--- src/rtl/pixel_pkg.sv ---
`default_nettype none
// ============================================================================
//  Module   : pixel_pkg
//  Purpose  : Shared constants and pixel type for the pixel frame loader.
//  Revision : 1.0 - initial release
// ============================================================================
package pixel_pkg;

   localparam int IMG_W  = 8;
   localparam int IMG_H  = 8;
   localparam int PIX_W  = 8;
   localparam int ADDR_W = 6;
   localparam int NPIX   = IMG_W * IMG_H;

   typedef struct packed {
      logic [PIX_W-1:0] r;
      logic [PIX_W-1:0] g;
      logic [PIX_W-1:0] b;
   } rgb_t;

endpackage : pixel_pkg
`default_nettype wire

--- src/rtl/frame_bank_ram.sv ---
`default_nettype none
// ============================================================================
//  Module   : frame_bank_ram
//  Purpose  : One frame bank. Three channel arrays with synchronous write and
//             a registered read port; out-of-range reads return zero.
//  Revision : 1.0 - initial release
// ============================================================================
module frame_bank_ram
   import pixel_pkg::*;
#(
   parameter int DATA_W = PIX_W,
   parameter int AW     = ADDR_W,
   parameter int DEPTH  = NPIX
) (
   input  logic              clk,
   input  logic              rst,
   input  logic              wr_en_i,
   input  logic [AW-1:0]     wr_addr_i,
   input  logic [DATA_W-1:0] wr_r_i,
   input  logic [DATA_W-1:0] wr_g_i,
   input  logic [DATA_W-1:0] wr_b_i,
   input  logic [AW-1:0]     rd_addr_i,
   output logic [DATA_W-1:0] rd_r_o,
   output logic [DATA_W-1:0] rd_g_o,
   output logic [DATA_W-1:0] rd_b_o
);

   logic [DATA_W-1:0] mem_r_q [DEPTH];
   logic [DATA_W-1:0] mem_g_q [DEPTH];
   logic [DATA_W-1:0] mem_b_q [DEPTH];

   logic [DATA_W-1:0] rd_r_q;
   logic [DATA_W-1:0] rd_g_q;
   logic [DATA_W-1:0] rd_b_q;

   logic              rd_in_range_w;

   assign rd_in_range_w = (32'(rd_addr_i) < 32'(DEPTH));

   // Storage write; contents deliberately survive reset.
   always_ff @(posedge clk) begin
      if (wr_en_i) begin
         mem_r_q[wr_addr_i] <= wr_r_i;
         mem_g_q[wr_addr_i] <= wr_g_i;
         mem_b_q[wr_addr_i] <= wr_b_i;
      end
   end

   // Registered read port, zero for addresses beyond the frame.
   always_ff @(posedge clk) begin
      if (rst) begin
         rd_r_q <= '0;
         rd_g_q <= '0;
         rd_b_q <= '0;
      end else if (rd_in_range_w) begin
         rd_r_q <= mem_r_q[rd_addr_i];
         rd_g_q <= mem_g_q[rd_addr_i];
         rd_b_q <= mem_b_q[rd_addr_i];
      end else begin
         rd_r_q <= '0;
         rd_g_q <= '0;
         rd_b_q <= '0;
      end
   end

   assign rd_r_o = rd_r_q;
   assign rd_g_o = rd_g_q;
   assign rd_b_o = rd_b_q;

endmodule : frame_bank_ram
`default_nettype wire

--- src/rtl/pixel_frame_loader.sv ---
`default_nettype none
// ============================================================================
//  Module   : pixel_frame_loader
//  Purpose  : Loads a valid/ready RGB pixel stream into a double-buffered
//             frame store, flags complete frames to the enhancement core and
//             serves its per-pixel reads with one cycle of latency.
//  Revision : 1.0 - initial release
// ============================================================================
module pixel_frame_loader
   import pixel_pkg::*;
#(
   parameter int IMG_W  = pixel_pkg::IMG_W,
   parameter int IMG_H  = pixel_pkg::IMG_H,
   parameter int PIX_W  = pixel_pkg::PIX_W,
   parameter int ADDR_W = pixel_pkg::ADDR_W
) (
   input  logic              clk,
   input  logic              rst,
   input  logic              in_valid,
   output logic              in_ready,
   input  logic              in_sof,
   input  logic [PIX_W-1:0]  in_R,
   input  logic [PIX_W-1:0]  in_G,
   input  logic [PIX_W-1:0]  in_B,
   output logic              frame_ready,
   input  logic              frame_release,
   input  logic [ADDR_W-1:0] rd_addr,
   output logic [PIX_W-1:0]  rd_R,
   output logic [PIX_W-1:0]  rd_G,
   output logic [PIX_W-1:0]  rd_B,
   output logic              sof_err,
   output logic [7:0]        frame_count
);

   localparam int                FRAME_PIX = IMG_W * IMG_H;
   localparam logic [ADDR_W-1:0] LAST_ADDR = ADDR_W'(FRAME_PIX - 1);

   // Bank control state
   logic              wr_bank_q,     wr_bank_d;
   logic              rd_bank_q,     rd_bank_d;
   logic [1:0]        bank_full_q,   bank_full_d;
   logic [ADDR_W-1:0] wr_ptr_q,      wr_ptr_d;
   logic [7:0]        frame_count_q, frame_count_d;
   logic              sof_err_q,     sof_err_d;
   logic              frame_ready_q;
   logic              rd_sel_q;

   logic              accept_w;
   logic              release_w;
   logic              last_beat_w;
   logic [ADDR_W-1:0] wr_addr_w;
   logic [1:0]        bank_we_w;

   logic [PIX_W-1:0]  bank_r_w [2];
   logic [PIX_W-1:0]  bank_g_w [2];
   logic [PIX_W-1:0]  bank_b_w [2];

   assign in_ready    = !rst && !bank_full_q[wr_bank_q];
   assign accept_w    = in_valid && in_ready;
   assign release_w   = frame_release && frame_ready_q;
   // An SOF beat always restarts at address 0, so it can never close a frame.
   assign last_beat_w = !in_sof && (wr_ptr_q == LAST_ADDR);
   assign wr_addr_w   = in_sof ? '0 : wr_ptr_q;
   assign bank_we_w   = accept_w ? (wr_bank_q ? 2'b10 : 2'b01) : 2'b00;

   // Next-state for write pointer, bank ownership and counters.
   always_comb begin
      wr_bank_d     = wr_bank_q;
      rd_bank_d     = rd_bank_q;
      bank_full_d   = bank_full_q;
      wr_ptr_d      = wr_ptr_q;
      frame_count_d = frame_count_q;
      sof_err_d     = 1'b0;

      if (accept_w) begin
         if (in_sof) begin
            wr_ptr_d  = ADDR_W'(1);
            sof_err_d = (wr_ptr_q != '0);
         end else if (last_beat_w) begin
            bank_full_d[wr_bank_q] = 1'b1;
            wr_bank_d              = ~wr_bank_q;
            wr_ptr_d               = '0;
            frame_count_d          = frame_count_q + 8'd1;
         end else begin
            wr_ptr_d = wr_ptr_q + ADDR_W'(1);
         end
      end

      // A release targets the bank being read, which is full and therefore
      // never the bank completing this cycle, so both updates can coexist.
      if (release_w) begin
         bank_full_d[rd_bank_q] = 1'b0;
         rd_bank_d              = ~rd_bank_q;
      end
   end

   // Control registers; frame_ready tracks the next-state so it rises with the
   // cycle following the closing beat.
   always_ff @(posedge clk) begin
      if (rst) begin
         wr_bank_q     <= 1'b0;
         rd_bank_q     <= 1'b0;
         bank_full_q   <= 2'b00;
         wr_ptr_q      <= '0;
         frame_count_q <= 8'd0;
         sof_err_q     <= 1'b0;
         frame_ready_q <= 1'b0;
         rd_sel_q      <= 1'b0;
      end else begin
         wr_bank_q     <= wr_bank_d;
         rd_bank_q     <= rd_bank_d;
         bank_full_q   <= bank_full_d;
         wr_ptr_q      <= wr_ptr_d;
         frame_count_q <= frame_count_d;
         sof_err_q     <= sof_err_d;
         frame_ready_q <= bank_full_d[rd_bank_d];
         rd_sel_q      <= rd_bank_q;
      end
   end

   for (genvar b = 0; b < 2; b++) begin : g_bank
      frame_bank_ram #(
         .DATA_W (PIX_W),
         .AW     (ADDR_W),
         .DEPTH  (FRAME_PIX)
      ) u_bank (
         .clk       (clk),
         .rst       (rst),
         .wr_en_i   (bank_we_w[b]),
         .wr_addr_i (wr_addr_w),
         .wr_r_i    (in_R),
         .wr_g_i    (in_G),
         .wr_b_i    (in_B),
         .rd_addr_i (rd_addr),
         .rd_r_o    (bank_r_w[b]),
         .rd_g_o    (bank_g_w[b]),
         .rd_b_o    (bank_b_w[b])
      );
   end

   // Both banks read every cycle; the bank that was the read bank when the
   // address was presented selects the result.
   assign rd_R = rd_sel_q ? bank_r_w[1] : bank_r_w[0];
   assign rd_G = rd_sel_q ? bank_g_w[1] : bank_g_w[0];
   assign rd_B = rd_sel_q ? bank_b_w[1] : bank_b_w[0];

   assign frame_ready = frame_ready_q;
   assign sof_err     = sof_err_q;
   assign frame_count = frame_count_q;

endmodule : pixel_frame_loader
`default_nettype wire
--- config.mk ---
export PLATFORM = sky130hd
export DESIGN_NAME = pixel_frame_loader
export DESIGN_NICKNAME = d
export VERILOG_FILES = /design/src/rtl/pixel_pkg.sv /design/src/rtl/frame_bank_ram.sv /design/src/rtl/pixel_frame_loader.sv
export SDC_FILE = /design/constraint.sdc
export NUM_CORES = 2
export LEC_CHECK = 0
export ABC_AREA = 1
export CAP_MARGIN = 40
export CORE_ASPECT_RATIO = 1.5
export CORE_MARGIN = 5
export CORE_UTILIZATION = 45
export DETAILED_ROUTE_END_ITERATION = 16
export DONT_BUFFER_PORTS = 1
export PLACE_DENSITY = 0.65
export SKIP_LAST_GASP = 1
export SLEW_MARGIN = 10
export SYNTH_ARGS = -nofsm -noshare
export SYNTH_HDL_FRONTEND = slang
export SYNTH_SLANG_ARGS = --single-unit
--- constraint.sdc ---
create_clock -name clk -period 3.49 [get_ports clk]
set_input_delay 0.5235 -clock clk [delete_from_list [all_inputs] [get_ports clk]]
set_output_delay 0.5235 -clock clk [all_outputs]
set_load 0.05 [all_outputs]
==> summary.md <==
| Metric | Value |
|---|---|
| Placed cell count | 13.9k |
| Htree depth | 5 |
| Critical path startpoint | rd_addr[0] |
| Number of CTS-inserted buffers | 281 |
| Critical Path End Type | register |
| Crit path max-delay cell type | buf_16 |
| Post-Synth Simple-Gate Area | 0.219 |
| NumNets Final | 10.6k |
| Max IR drop VDD | 521 uV |
| Synth Area in Adders | 0.000297 |
| CP arrival | 4080 ps |
| Hold path start | rd_addr[4] |
| Clock slew at reported path FFs | 60 ps |
| Final setup viols | 0 |
| Synth Area in Compound Gates | 0.00621 |
| Fin cells | 14.5k |
| Drt wl/cell | 26.0 um |
| Clock tree buffer depth | 4 |
| Total Routed Length | 376 mm |
| Largest net degree at the start of global routing | 770 |
| Via-to-Cell Ratio | 5.80 |
| Net Count, Synth | 10.6k |
| Crit path largest cell delay | 490 ps |
| Failing checks | max-slew violations |
| Worst hold path class | in2reg |
| Final Hold Fails | 0 |
| Synth unique cells | 37 |
| Total die area | 292000 um^2 |
| Pre-CTS setup slack | -437 ps |
| Post-DRT Antenna Nets | 0 |
| Largest family of logic cells by synthesized area | simple AND/OR/NAND/NOR gates |
| Worst EP required | 4230 ps |
| First-pass GRT wire length | 540 mm |
| Resized Gates After CTS | 0 |
| Post-synthesis cell count | 10.5k |
| Delay-heaviest family, CP | buffers and inverters |
| Core area | 280000 um^2 |
| Seq cells post-synth | 3141 |
| Worst slew pin tran | 1740 ps |
| Highest clock rate | 299 MHz |
| Slew HR | -0.163 |
| Critical path cell sequence | buf_16 > buf_16 > buf_16 > buf_16 > o21ai_0 > o22ai_1 > a21oi_1 > nor2_1 > nor2_1 > nor2_1 |
| Xor and xnor fraction of the mapped netlist area | 0.000208 |
| Clock latency on the worst-skew pair | 880 ps |
| Final slew viol count | 154 |
| Status | finished, violations left |
| Die X | 443 um |
| Syn. warnings | 0 |
| Placer congestion estimate | 0.848 |
| I/O pin total | 70 |
| Area leader, netlist | edfxtp_1 |
| Antenna violations before repair | 14 |
| Share of cells above drive strength 1 | 0.0871 |
| Pleak | 49.5 nW |
| Worst setup margin | 148 ps |
| Top cell by count, worst path | buf_16 |
| R2r startpoint | wr_ptr_q[5]$_SDFFE_PP0N_ |
| CTS tree | done |
| Row count | 238 |
| Congestion Overflow GR | 0 |
| Share of the synthesized area in the top cell type | 0.730 |
| CP Launch Type | input port |
| Via count | 83.8k |
| Syn_area_per_cell | 12.0 um^2 |
| Post-CTS Setup Bufs | 0 |
| Largest cells by area after synthesis | edfxtp_1 73%, nand3_1 11%, nand2_1 10% |
| Seq/Total Area, Yosys | 0.741 |
| Clock sink total | 3141 |
| Unrepaired setup endpoints after global routing | no |
| Crit-path max FO | 191 |
| Mapped Area | 126000 um^2 |
| Final worst path period need | 3340 ps |
| Synth-to-Final Area Change | 12.1% |
| Post-DP HPWL | 195 mm |
| Vias in the first global route | 80.7k |
| DR iter-0 viols | 9727 |
| Root Buffer Master | clkbuf_16 |
| # DRC | 0 |
| Initial Util | 0.451 |
| Die height | 659 um |
| PD cells | 543 nW/um^2 |
| Max Cap Violations | 0 |
| Tcrit/Tclk final | 0.957 |
| Total iterations of the first detailed-routing run | 5 |
| Buf+Inv Stages, Crit Path | 4 |
| Clk_skew | 75.0 ps |
| Total track usage | 0.248 |
| Crit Path Category | in2reg |
| I/O Buffers | 0 |
| Total power | 0.0769 W |
| Multiplexer share of the synthesized area | 0.00214 |
| Setup TNS | 0 ps |
logic make-up after synthesis:
family                     Yosys count
and+or+nand+nor                   6480
DFF                               3141
buffers and inverters              725
AOI/OAI and AO/OA                  147
muxes                               24
xor gates and xnor gates             3
adders and majority gates            3
layout by cell type (no fill, tap or decap), types with 22 or more instances in the layout:
cell,count
nand2_1,3513
o21ai_0,54
bufinv_16,22
buf_16,37
a21oi_1,57
o22ai_1,24
clkinv_2,33
nand3_1,2655
edfxtp_1,3072
clkinv_1,53
mux2_2,24
clkbuf_1,68
buf_4,263
dfxtp_1,69
inv_1,22
nor2_1,163
nor2_2,128
buf_12,92
clkbuf_16,296
timing repair:
action	4_1_cts	5_1_grt
hold buffers	38	1
setup endpoints to repair	0	46
hold endpoints to repair	3116	1
registers in the layout, summed over array words and instances, names as in the netlist, 2 cells and up:
signal / flops
bank_full_q: 2
frame_count: 8
g_bank.u_bank.mem_g_q: 1024
g_bank.u_bank.mem_r_q: 1024
g_bank.u_bank.rd_b_o: 16
g_bank.u_bank.rd_g_o: 16
wr_ptr_q: 6
g_bank.u_bank.rd_r_o: 16
g_bank.u_bank.mem_b_q: 1024
cell usage after synthesis (all sizes together):
master and number:
xor2 2, nand2 3517, nand3 2655, a21oi 58, and3 1, nand4 3, o21bai 3, dfxtp 69
a22oi 1, nor4 1, nor2 292, nor3 8, clkbuf 126, mux2 24, edfxtp 3072, nor3b 2
a31oi 4, buf 569, clkinv 3, inv 27, xnor2 1, ha 3, o21ai 57, o22ai 24
nand3b 1
worst reg2reg max path: stages, from the launching register on:
cell and delay, ps:
dfxtp_1 350, inv_1 100, nor2_1 140, inv_1 70, nor3_1 650, nand2_1 270, nor2_2 240, buf_4 380
per-stage QoR:
stage	cell area [um^2]	utilization	hold slack, ps
after floorplan	126000	-	438
after global placement	132000	0.470	475
after detailed placement	132000	0.470	470
after CTS	141000	0.504	14.9
after global routing	142000	0.506	35.5
final	142000	0.506	34.1
layer usage:
| metal | part of all wire | global-route usage | vias up | wire (um) |
|---|---|---|---|---|
| li1 | - | - | 37200 | - |
| met1 | 0.35 | 0.295 | 41500 | 132000 |
| met2 | 0.48 | 0.414 | 4227 | 181000 |
| met3 | 0.082 | 0.0359 | 937 | 30700 |
| met4 | 0.086 | 0.180 | 4 | 32400 |
| met5 | 0.000056 | 0 | - | 21 |
final timing paths:
check / slack, ps / cells past startpoint / end
max: 150 / 10 / g_bank[1].u_bank.rd_g_o[3]$_SDFF_PP0_
min: 30 / 4 / g_bank[1].u_bank.rd_b_o[0]$_SDFF_PP0_
max reg2reg: 880 / 7 / g_bank[0].u_bank.mem_r_q[38][3]$_DFFE_PP_
min reg2reg: 500 / 2 / rd_sel_q$_SDFF_PP0_
power by group:
group	leakage, nW	internal, W	switching, W
combinational	17.0	0.00127	0.00362
sequential	28.2	0.0414	0.0000742
clock	4.28	0.0170	0.0134
final cells by class:
| type | instances | area, um^2 |
|---|---|---|
| fillers | 23600 | 138000 |
| flip-flops and latches | 3141 | 93600 |
| multi-input cells | 6657 | 29200 |
| clock buffers | 364 | 7610 |
| repair buffers | 409 | 5080 |
| well taps | 3720 | 4650 |
| clock inverters | 128 | 1220 |
| inverters | 30 | 155 |
| diodes | 4 | 10.0 |
Power figures use the tool's default switching activity.
